### config.mk
export PLATFORM = sky130hd
export DESIGN_NAME = keypad_scanner
export DESIGN_NICKNAME = d
export VERILOG_FILES = /design/src/rtl/keypad_pkg.sv /design/src/rtl/sync_2ff.sv /design/src/rtl/keypad_scanner.sv
export SDC_FILE = /design/constraint.sdc
export NUM_CORES = 1
export LEC_CHECK = 0
export BUFFER_PORTS_ARGS = -buffer_cell sky130_fd_sc_hd__buf_2
export CAP_MARGIN = 30
export CELL_PAD_IN_SITES_DETAIL_PLACEMENT = 1
export CELL_PAD_IN_SITES_GLOBAL_PLACEMENT = 1
export CORE_ASPECT_RATIO = 0.5
export CORE_UTILIZATION = 42
export DETAILED_ROUTE_END_ITERATION = 10
export PLACE_DENSITY = 0.73
export SLEW_MARGIN = 0
export SYNTH_ARGS = -nofsm -noshare
export SYNTH_HDL_FRONTEND = slang
export SYNTH_SLANG_ARGS = --single-unit
### constraint.sdc
create_clock -name clk_in -period 3.9 [get_ports clk_in]
set_input_delay 0.195 -clock clk_in [delete_from_list [all_inputs] [get_ports clk_in]]
set_output_delay 0.195 -clock clk_in [all_outputs]
set_load 0.02 [all_outputs]
### src/rtl/keypad_pkg.sv
// Shared constants and helpers for the 4x4 matrix keypad scanner.
// Key index convention: bit (4*row + col) of a key map.
package keypad_pkg;

  localparam int NUM_ROWS = 4;
  localparam int NUM_COLS = 4;

  localparam logic [3:0] KEY_LAYOUT [16] = '{
    4'h1, 4'h2, 4'h3, 4'hA,
    4'h4, 4'h5, 4'h6, 4'hB,
    4'h7, 4'h8, 4'h9, 4'hC,
    4'h0, 4'hF, 4'hE, 4'hD
  };

  typedef enum logic {
    ST_IDLE = 1'b0,
    ST_SCAN = 1'b1
  } scan_state_e;

  function automatic logic [3:0] encode_key(input logic [3:0] index);
    return KEY_LAYOUT[index];
  endfunction

  function automatic logic [4:0] popcount16(input logic [15:0] value);
    logic [4:0] count;
    count = '0;
    for (int i = 0; i < 16; i++) count = count + {4'd0, value[i]};
    return count;
  endfunction

  function automatic logic [3:0] lowest_set16(input logic [15:0] value);
    logic [3:0] index;
    index = '0;
    for (int i = 15; i >= 0; i--) begin
      if (value[i]) index = 4'(i);
    end
    return index;
  endfunction

endpackage

### src/rtl/sync_2ff.sv
// Two-flop synchronizer for asynchronous level inputs (keypad rows, switches, buttons).
module sync_2ff #(
  parameter int               WIDTH   = 1,
  parameter logic [WIDTH-1:0] RST_VAL = '0
) (
  input  logic             i_clk,
  input  logic             i_rst,
  input  logic [WIDTH-1:0] i_d,
  output logic [WIDTH-1:0] o_q
);

  logic [WIDTH-1:0] r_meta;
  logic [WIDTH-1:0] r_sync;

  always_ff @(posedge i_clk) begin
    if (i_rst) begin
      r_meta <= RST_VAL;
      r_sync <= RST_VAL;
    end else begin
      r_meta <= i_d;
      r_sync <= r_meta;
    end
  end

  assign o_q = r_sync;

endmodule

### src/rtl/keypad_scanner.sv
// 4x4 keypad scanner: column drive, per-scan snapshot debounce, single-press events.
// state   | meaning
// ST_IDLE | reset / first cycle, all columns released (col_out = 1111)
// ST_SCAN | one column driven low, period timer counting down to the sample cycle
module keypad_scanner
  import keypad_pkg::*;
#(
  parameter int SCAN_PERIOD    = 100_000,
  parameter int DEBOUNCE_SCANS = 4
) (
  input  logic        clk_in,
  input  logic        rst_in,
  input  logic [3:0]  row_in,
  output logic [3:0]  col_out,
  output logic [15:0] keys_out,
  output logic        key_valid_out,
  output logic [3:0]  key_code_out,
  output logic        key_held_out
);

  localparam int PW = (SCAN_PERIOD > 1) ? $clog2(SCAN_PERIOD) : 1;
  localparam int CW = $clog2(DEBOUNCE_SCANS + 1);
  localparam logic [PW-1:0] PERIOD_LOAD = PW'(SCAN_PERIOD - 1);
  localparam logic [CW-1:0] STABLE_DONE = CW'(DEBOUNCE_SCANS);
  localparam logic [1:0]    LAST_COL    = 2'(NUM_COLS - 1);

  scan_state_e r_state;
  scan_state_e w_state_next;

  logic [PW-1:0] r_period;
  logic [1:0]    r_col_idx;
  logic [15:0]   r_snap;
  logic [15:0]   r_last;
  logic [CW-1:0] r_stable;
  logic [15:0]   r_keys;
  logic [15:0]   r_keys_d;
  logic          r_valid;
  logic [3:0]    r_code;
  logic          r_held;

  logic [3:0]  w_row_sync;
  logic [3:0]  w_col_out;
  logic        w_sample;
  logic        w_scan_done;
  logic [15:0] w_snap_next;
  logic        w_new_press;

  // Rows idle high (pulled up), so the synchronizer resets to "no key".
  sync_2ff #(
    .WIDTH   (NUM_ROWS),
    .RST_VAL ({NUM_ROWS{1'b1}})
  ) u_row_sync (
    .i_clk (clk_in),
    .i_rst (rst_in),
    .i_d   (row_in),
    .o_q   (w_row_sync)
  );

  always_ff @(posedge clk_in) begin
    if (rst_in) r_state <= ST_IDLE;
    else        r_state <= w_state_next;
  end

  always_comb begin
    w_state_next = r_state;
    w_col_out    = 4'b1111;
    w_sample     = 1'b0;
    case (r_state)
      ST_IDLE: w_state_next = ST_SCAN;
      ST_SCAN: begin
        w_col_out = ~(4'b0001 << r_col_idx);
        w_sample  = (r_period == '0);
      end
      default: w_state_next = ST_IDLE;
    endcase
  end

  assign w_scan_done = w_sample && (r_col_idx == LAST_COL);

  always_comb begin
    w_snap_next = r_snap;
    for (int r = 0; r < NUM_ROWS; r++) begin
      w_snap_next[{2'(r), r_col_idx}] = ~w_row_sync[r];
    end
  end

  // Down-counting period timer; reload on the sample (terminal) cycle.
  always_ff @(posedge clk_in) begin
    if (rst_in) begin
      r_period  <= '0;
      r_col_idx <= '0;
      r_snap    <= '0;
    end else if (r_state == ST_IDLE || w_sample) begin
      r_period <= PERIOD_LOAD;
      if (w_sample) begin
        r_col_idx <= r_col_idx + 2'd1;
        r_snap    <= w_snap_next;
      end
    end else begin
      r_period <= r_period - 1'b1;
    end
  end

  always_ff @(posedge clk_in) begin
    if (rst_in) begin
      r_last   <= '0;
      r_stable <= '0;
      r_keys   <= '0;
    end else if (w_scan_done) begin
      if (w_snap_next != r_last) begin
        r_last   <= w_snap_next;
        r_stable <= '0;
      end else if (r_stable < STABLE_DONE) begin
        r_stable <= r_stable + 1'b1;
        if (r_stable == STABLE_DONE - 1'b1) r_keys <= r_last;
      end
    end
  end

  // Only an idle-to-single-key transition counts as a new press.
  assign w_new_press = (popcount16(r_keys) == 5'd1) && (popcount16(r_keys_d) == 5'd0);

  always_ff @(posedge clk_in) begin
    if (rst_in) begin
      r_keys_d <= '0;
      r_valid  <= 1'b0;
      r_code   <= '0;
      r_held   <= 1'b0;
    end else begin
      r_keys_d <= r_keys;
      r_valid  <= w_new_press;
      r_held   <= (popcount16(r_keys) == 5'd1);
      if (w_new_press) r_code <= encode_key(lowest_set16(r_keys));
    end
  end

  assign col_out       = w_col_out;
  assign keys_out      = r_keys;
  assign key_valid_out = r_valid;
  assign key_code_out  = r_code;
  assign key_held_out  = r_held;

endmodule

; After elaboration in Yosys (flattened, before gate mapping)
; Memory sizes are Yosys's and may differ from the RTL's. A register that Yosys moved wholly into a read port is not among the register bits.
; Index checks and enable logic that the tools add are counted.
; Widths: inputs -> output; s select.
[op_classes]
shift = 1
n_reduce_logical = 15
n_eq_ne = 4
bitwise = 8
add_sub_neg = 33
magnitude_cmp = 9
muxes = 36
[op_table]
columns = operator, n
row1 = $add 5x1->5, 22
row2 = $mux 4, 19
row3 = $bwmux 16, 4
row4 = $logic_not 17->1, 1
row5 = $mux 17, 1
row6 = $sub 17x1->17 const B, 1
row7 = $ne 16x16->1, 1
row8 = $add 4x1->5, 2
row9 = $lt 4x5->1 const B, 2
row10 = $add 3x1->4, 2
row11 = $demux 1 s2, 4
row12 = $ge 4x1->1 const B, 2
row13 = $add 2x1->3, 2
row14 = $logic_and 1x1->1, 6
row15 = $mux 1, 6
row16 = $mux 3, 2
row17 = $not 1->1, 6
row18 = $reduce_and 2->1, 3
row19 = $eq 5x1->1 const B, 1
row20 = $logic_not 5->1, 1
row21 = $lt 2x5->1 const B, 1
row22 = $lt 3x5->1 const B, 1
row23 = $not 4->5, 1
row24 = $add 1x1->2, 2
row25 = 13 further kinds, 13
[totals]
regBits = 97
memories = 1
output_inout_bits = 26
elab_cells = 120
romBits = 64
inputBits = 6
[memory_table]
columns = memory, depth, width, read_ports, rd_clocked_by_memory_dff, wr, line_no
row1 = (name not given), 16, 4, 1, 1, 0, keypad_pkg.sv:21  ; return KEY_LAYOUT[index];

; Logic depth before layout (Yosys ltp)
[logic_depth]
ltp_word = 20
ltp_mapped = 15
ltp_nobuf = 15

; Modules after synthesis
; From an unflattened synthesis, not the netlist that was laid out.
[unflattened]
hier_cells = 578
area_unflattened_um2 = 5182.5
[modules_own_cells]
columns = module, instances, cells_per_inst, area_each_um2
row1 = keypad_scanner, 1, 562, 4972.3
row2 = sync_2ff, 1, 16, 210.2

; Worst setup path before layout
; Ideal clock, no wire load.
[synth_timing]
kind = flip-flop to flip-flop
from = reg r_keys[5] (netlist: keys_out[5])
to = reg r_code[2] (netlist: key_code_out[2])
path_buffers = 0
period_less_slack_ns = 4.430
t_required_ns = 3.772
stages_incl_launch_ff = 16
setup_time_ns = 0.128
t_arrival_ns = 4.303
slack_ns = -0.530
path_cell_list = dfxtp_1 -> inv_1 -> fa_1 -> inv_1 -> fa_1 -> fa_1 -> inv_1 -> fa_1 -> inv_1 -> ha_1 -> fa_1 -> nor4b_1 -> o21ai_0 -> nor2_1 -> mux2i_1 -> nor2_1
[synth_between]
elab_chain_len = 13
word_cells_on_any_way = 22
classes_between = add/sub (11) / eq/ne (1) / mux (8) / bitwise (1) / reduce/logical (1)
[synth_lines]
columns = item, line_no
row1 = "start, declared", keypad_scanner.sv:35  ; logic [15:0] r_keys;
row2 = "start signal, assigned", keypad_scanner.sv:115  ; if (r_stable == STABLE_DONE - 1'b1) r_keys <= r_last;
row3 = $add 5x1->5 (11 in series), keypad_pkg.sv:27  ; for (int i = 0; i < 16; i++) count = count + {4'd0, value[i]};
row4 = $eq 5x1->1, keypad_scanner.sv:121  ; assign w_new_press = (popcount16(r_keys) == 5'd1) && (popcount16(r_keys_d) == 5'd0);
row5 = $logic_and 1x1->1, keypad_scanner.sv:121
row6 = "end, declared", keypad_scanner.sv:38  ; logic [3:0] r_code;
; Parallel ways exist; a longest one is shown, timed or not. The select of a mux whose other input is x is not followed.
; A chain may end at the register's enable or synchronous reset.

; Worst setup path in the final report
[layout_timing]
from = reg r_keys_d[5]
to = reg r_code[3] (netlist: key_code_out[3])
[layout_between]
elab_chain_len = 13
[layout_lines]
columns = item, line_no
row1 = "start, declared", keypad_scanner.sv:36  ; logic [15:0] r_keys_d;
row2 = "start signal, assigned", keypad_scanner.sv:130  ; r_keys_d <= r_keys;
row3 = $add 5x1->5 (11 in series), keypad_pkg.sv:27
row4 = $logic_not 5->1, keypad_scanner.sv:121
row5 = $logic_and 1x1->1, keypad_scanner.sv:121
; Every way passes these cells.

==> impl_metrics.py <==
metrics = {
    "run_status": {
        "status": "finished, violations left",
        "failed_checks": "setup timing",
    },
    "logic_synthesis": {
        "avgSynthCellArea_um2": 8.913,
        "synth_common_cells": "101 x dfxtp_1, 71 x inv_1, 71 x nor2_1",
        "synth.cell_area_um2": 5196,
        "async_flop_share_pct": 0,
        "yosysTopAreaCell": "dfxtp_1",
        "ys_ff_latch": 101,
        "synth_cells": 583,
        "yosys.cell_types.count": 43,
        "synth_top_area_share_pct": 38.91,
        "ys_seq_area_share_pct": 38.91,
        "yosysMostFrequentCell": "dfxtp_1",
        "syn-num-nets": 630,
        "synth_flop_cell": "dfxtp_1",
        "synth_area_leaders": "dfxtp_1 39%, mux2i_1 7.9%, fa_1 7.7%",
        "synth_edf_count": 0,
        "ys_warn_count": 0,
    },
    "sta": {
        "fin_tns_setup_ns": -0.9809,
        "fmax_mhz": 240.2,
        "period_needed_ns": 4.163,
        "setup_violations": 5,
        "slew_violations": 0,
        "rsz0062_at_grt": "yes",
        "finalCritPeriodShare_pct": 106.8,
        "clock_skew_ns": 0.006563,
        "relSlewSlack_pct": 43.50,
        "max_slew.worst_pin.slew_ns": 0.8466,
        "hold_viol": 0,
        "whs_ns": 0.02356,
        "finalWorstSetupSlack_ns": -0.2633,
    },
    "cts": {
        "clockRootBuffer": "clkbuf_16",
        "cts_hold_buf": 0,
        "clk_pin_slew_ns": 0.07,
        "cts_max_level": 3,
        "clk_latency_ns": 0.35,
        "tritoncts": "done",
        "clkSinkCount": 101,
        "cts_made_buffers": 9,
        "clock_path_buffers": 2,
    },
    "drt": {
        "wl_met3_um": 455,
        "drc": 0,
        "highest_layer": "met4",
        "drt-total-wl_mm": 13.06,
        "met1_length_mm": 6.474,
        "vias": 4109,
        "drtIter0Drc": 179,
        "met2_length_mm": 5.958,
        "detail_route.wl_per_cell_um": 16.30,
        "first_pass_iters": 4,
        "viasPerCell": 5.130,
        "ant_nets": 0,
    },
    "pwr": {
        "power_mw": 2.043,
        "total_leakage_power_nw": 2.752,
        "vdd_drop_max_mv": 0.1858,
        "cellPowerDensity_nw_per_um2": 341.2,
    },
    "global_route": {
        "antenna_found_initial": 0,
        "grt.total_usage_pct": 22.38,
        "grt_max_degree": 57,
        "grt_pass1_vias": 4246,
        "grt_overflow": 0,
        "grt_pass1_wl_mm": 21.96,
    },
    "die": {
        "coreArea_um2": 11950,
        "ios": 32,
        "dieHeight_um": 80.65,
        "initial_core_util_pct": 43.50,
        "rows": 28,
        "dieWidth_um": 159.3,
        "dieArea_um2": 12850,
    },
    "cells_and_area": {
        "antennaDiodeCount": 0,
        "num-nets-final": 678,
        "fin_cells": 801,
        "synthToLayoutAreaGrowth_pct": 15.22,
        "postLayoutCellArea_um2": 5987,
        "drive_gt1_share_pct": 16.35,
    },
    "placed_design": {
        "portBuffers": 31,
        "dp_hpwl_mm": 9.790,
        "dp.cells": 782,
        "postPlaceCellArea_um2": 5654,
        "gp_congestion": 0.8443,
    },
    "worst_setup_path": {
        "cp_max_fo": 2,
        "r2r_cells": 16,
        "crit_arrival_ns": 4.38,
        "start_kind": "flop",
        "timing.rr.start": "r_keys_d[5]",
        "cp.required_ns": 4.12,
        "timing.rr.end": "key_code_out[3]",
        "worst_setup_path_end_kind": "flop",
        "rrSetupSlack_ns": -0.26,
        "path_class": "flop to flop",
    },
    "min_path": {
        "min_path_cells": 2,
        "hold_end": "u_row_sync.r_meta[3]",
        "min_path_type": "input pin to flop",
        "hold_path_startpoint": "row_in[3]",
    },
    "job": {
        "maxCapViolCount": 0,
    },
}
## layer usage
| metal | vias to the layer above | track usage (%) |
|---|---|---|
| met5 | - | 0 |
| li1 | 2041 | - |
| met2 | 54 | 38.29 |
| met1 | 1998 | 28.48 |
| met4 | 0 | 6.442 |
| met3 | 16 | 5.062 |
## registers in the layout (all words and copies together) (netlist names)
signal             count
r_period              17
keys_out              16
r_keys_d              16
r_last                16
r_snap                16
key_code_out           4
u_row_sync.o_q         4
u_row_sync.r_meta      4
r_stable               3
r_col_idx              2
key_held_out           1
key_valid_out          1
r_state                1
## report_power, final
| part | total (mW) | internal (mW) | switching, mW |
|---|---|---|---|
| logic | 0.0978 | 0.0375 | 0.0603 |
| clock network | 0.882 | 0.475 | 0.407 |
| registers | 1.06 | 1.04 | 0.0189 |
## through the flow
stage / setup slack [ns] / utilization (%)
4_1_cts: -0.2505 / 49.97
3_5_place_dp: -0.4177 / 47.33
6_report: -0.2633 / 50.12
5_1_grt: -0.4703 / 50.12
2_1_floorplan: -0.1638 / -
3_3_place_gp: -0.2281 / 47.33
## placed cells by master, fill, tap and decap left out, types with 6 or more instances in the layout
cell        n
dfxtp_1    92
nor2_1     70
inv_1      69
nand2_1    51
mux2i_1    41
buf_2      31
a21oi_1    23
buf_4      23
or3_1      22
fa_1       20
ha_1       20
and2_1     18
o21ai_0    18
nor3_1     15
xnor2_1    12
clkbuf_16  10
or2_2       9
nand4b_1    8
o31ai_1     6
a211oi_1    6
## cell type report
| type | instances | area (um^2) |
|---|---|---|
| Clock buffer | 10 | 250.2 |
| Clock inverter | 6 | 43.79 |
| Fill cell | 1422 | 5959 |
| Inverter | 71 | 266.5 |
| Multi-Input combinational cell | 393 | 2838 |
| Sequential cell | 101 | 2043 |
| Tap cell | 165 | 206.4 |
| Timing Repair Buffer | 55 | 339.1 |
## cell families after synthesis
kind of cell	Yosys count	share of synthesized area (%)
compound gates	68	7.802
xor+xnor	16	2.697
fa+ha+maj	41	12.76
buf+inv	89	6.814
flops	101	38.91
mux	41	7.898
simple gates	227	23.12
## what timing repair did
action                     CTS  global route
setup buffers                2             1
resized for setup            3             2
pin swaps                    4             5
setup endpoints to repair    6             6
## how the worst max path moves through the flow
| stage | endpoint | slack, ns | start |
|---|---|---|---|
| 3_5_place_dp | key_code_out[1] | -0.42 | r_keys_d[5] |
| 6_report | key_code_out[3] | -0.26 | r_keys_d[5] |
| 5_1_grt | key_code_out[3] | -0.47 | r_keys_d[5] |
| 2_1_floorplan | key_code_out[2] | -0.16 | keys_out[11] |
| 4_1_cts | key_code_out[3] | -0.25 | keys_out[11] |
| 3_3_place_gp | key_code_out[1] | -0.23 | r_keys_d[5] |
## critical path: stages, from the launching register on
cell and delay [ns]:
dfxtp_1 0.33, inv_1 0.06, fa_1 0.54, inv_1 0.05
fa_1 0.46, fa_1 0.52, inv_1 0.05, fa_1 0.48
inv_1 0.04, ha_1 0.20, fa_1 0.45, nor4_2 0.19
o21ai_1 0.15, nor2_2 0.17, buf_6 0.12, mux2i_1 0.17
nor2_1 0.05
Power figures use the tool's default switching activity.
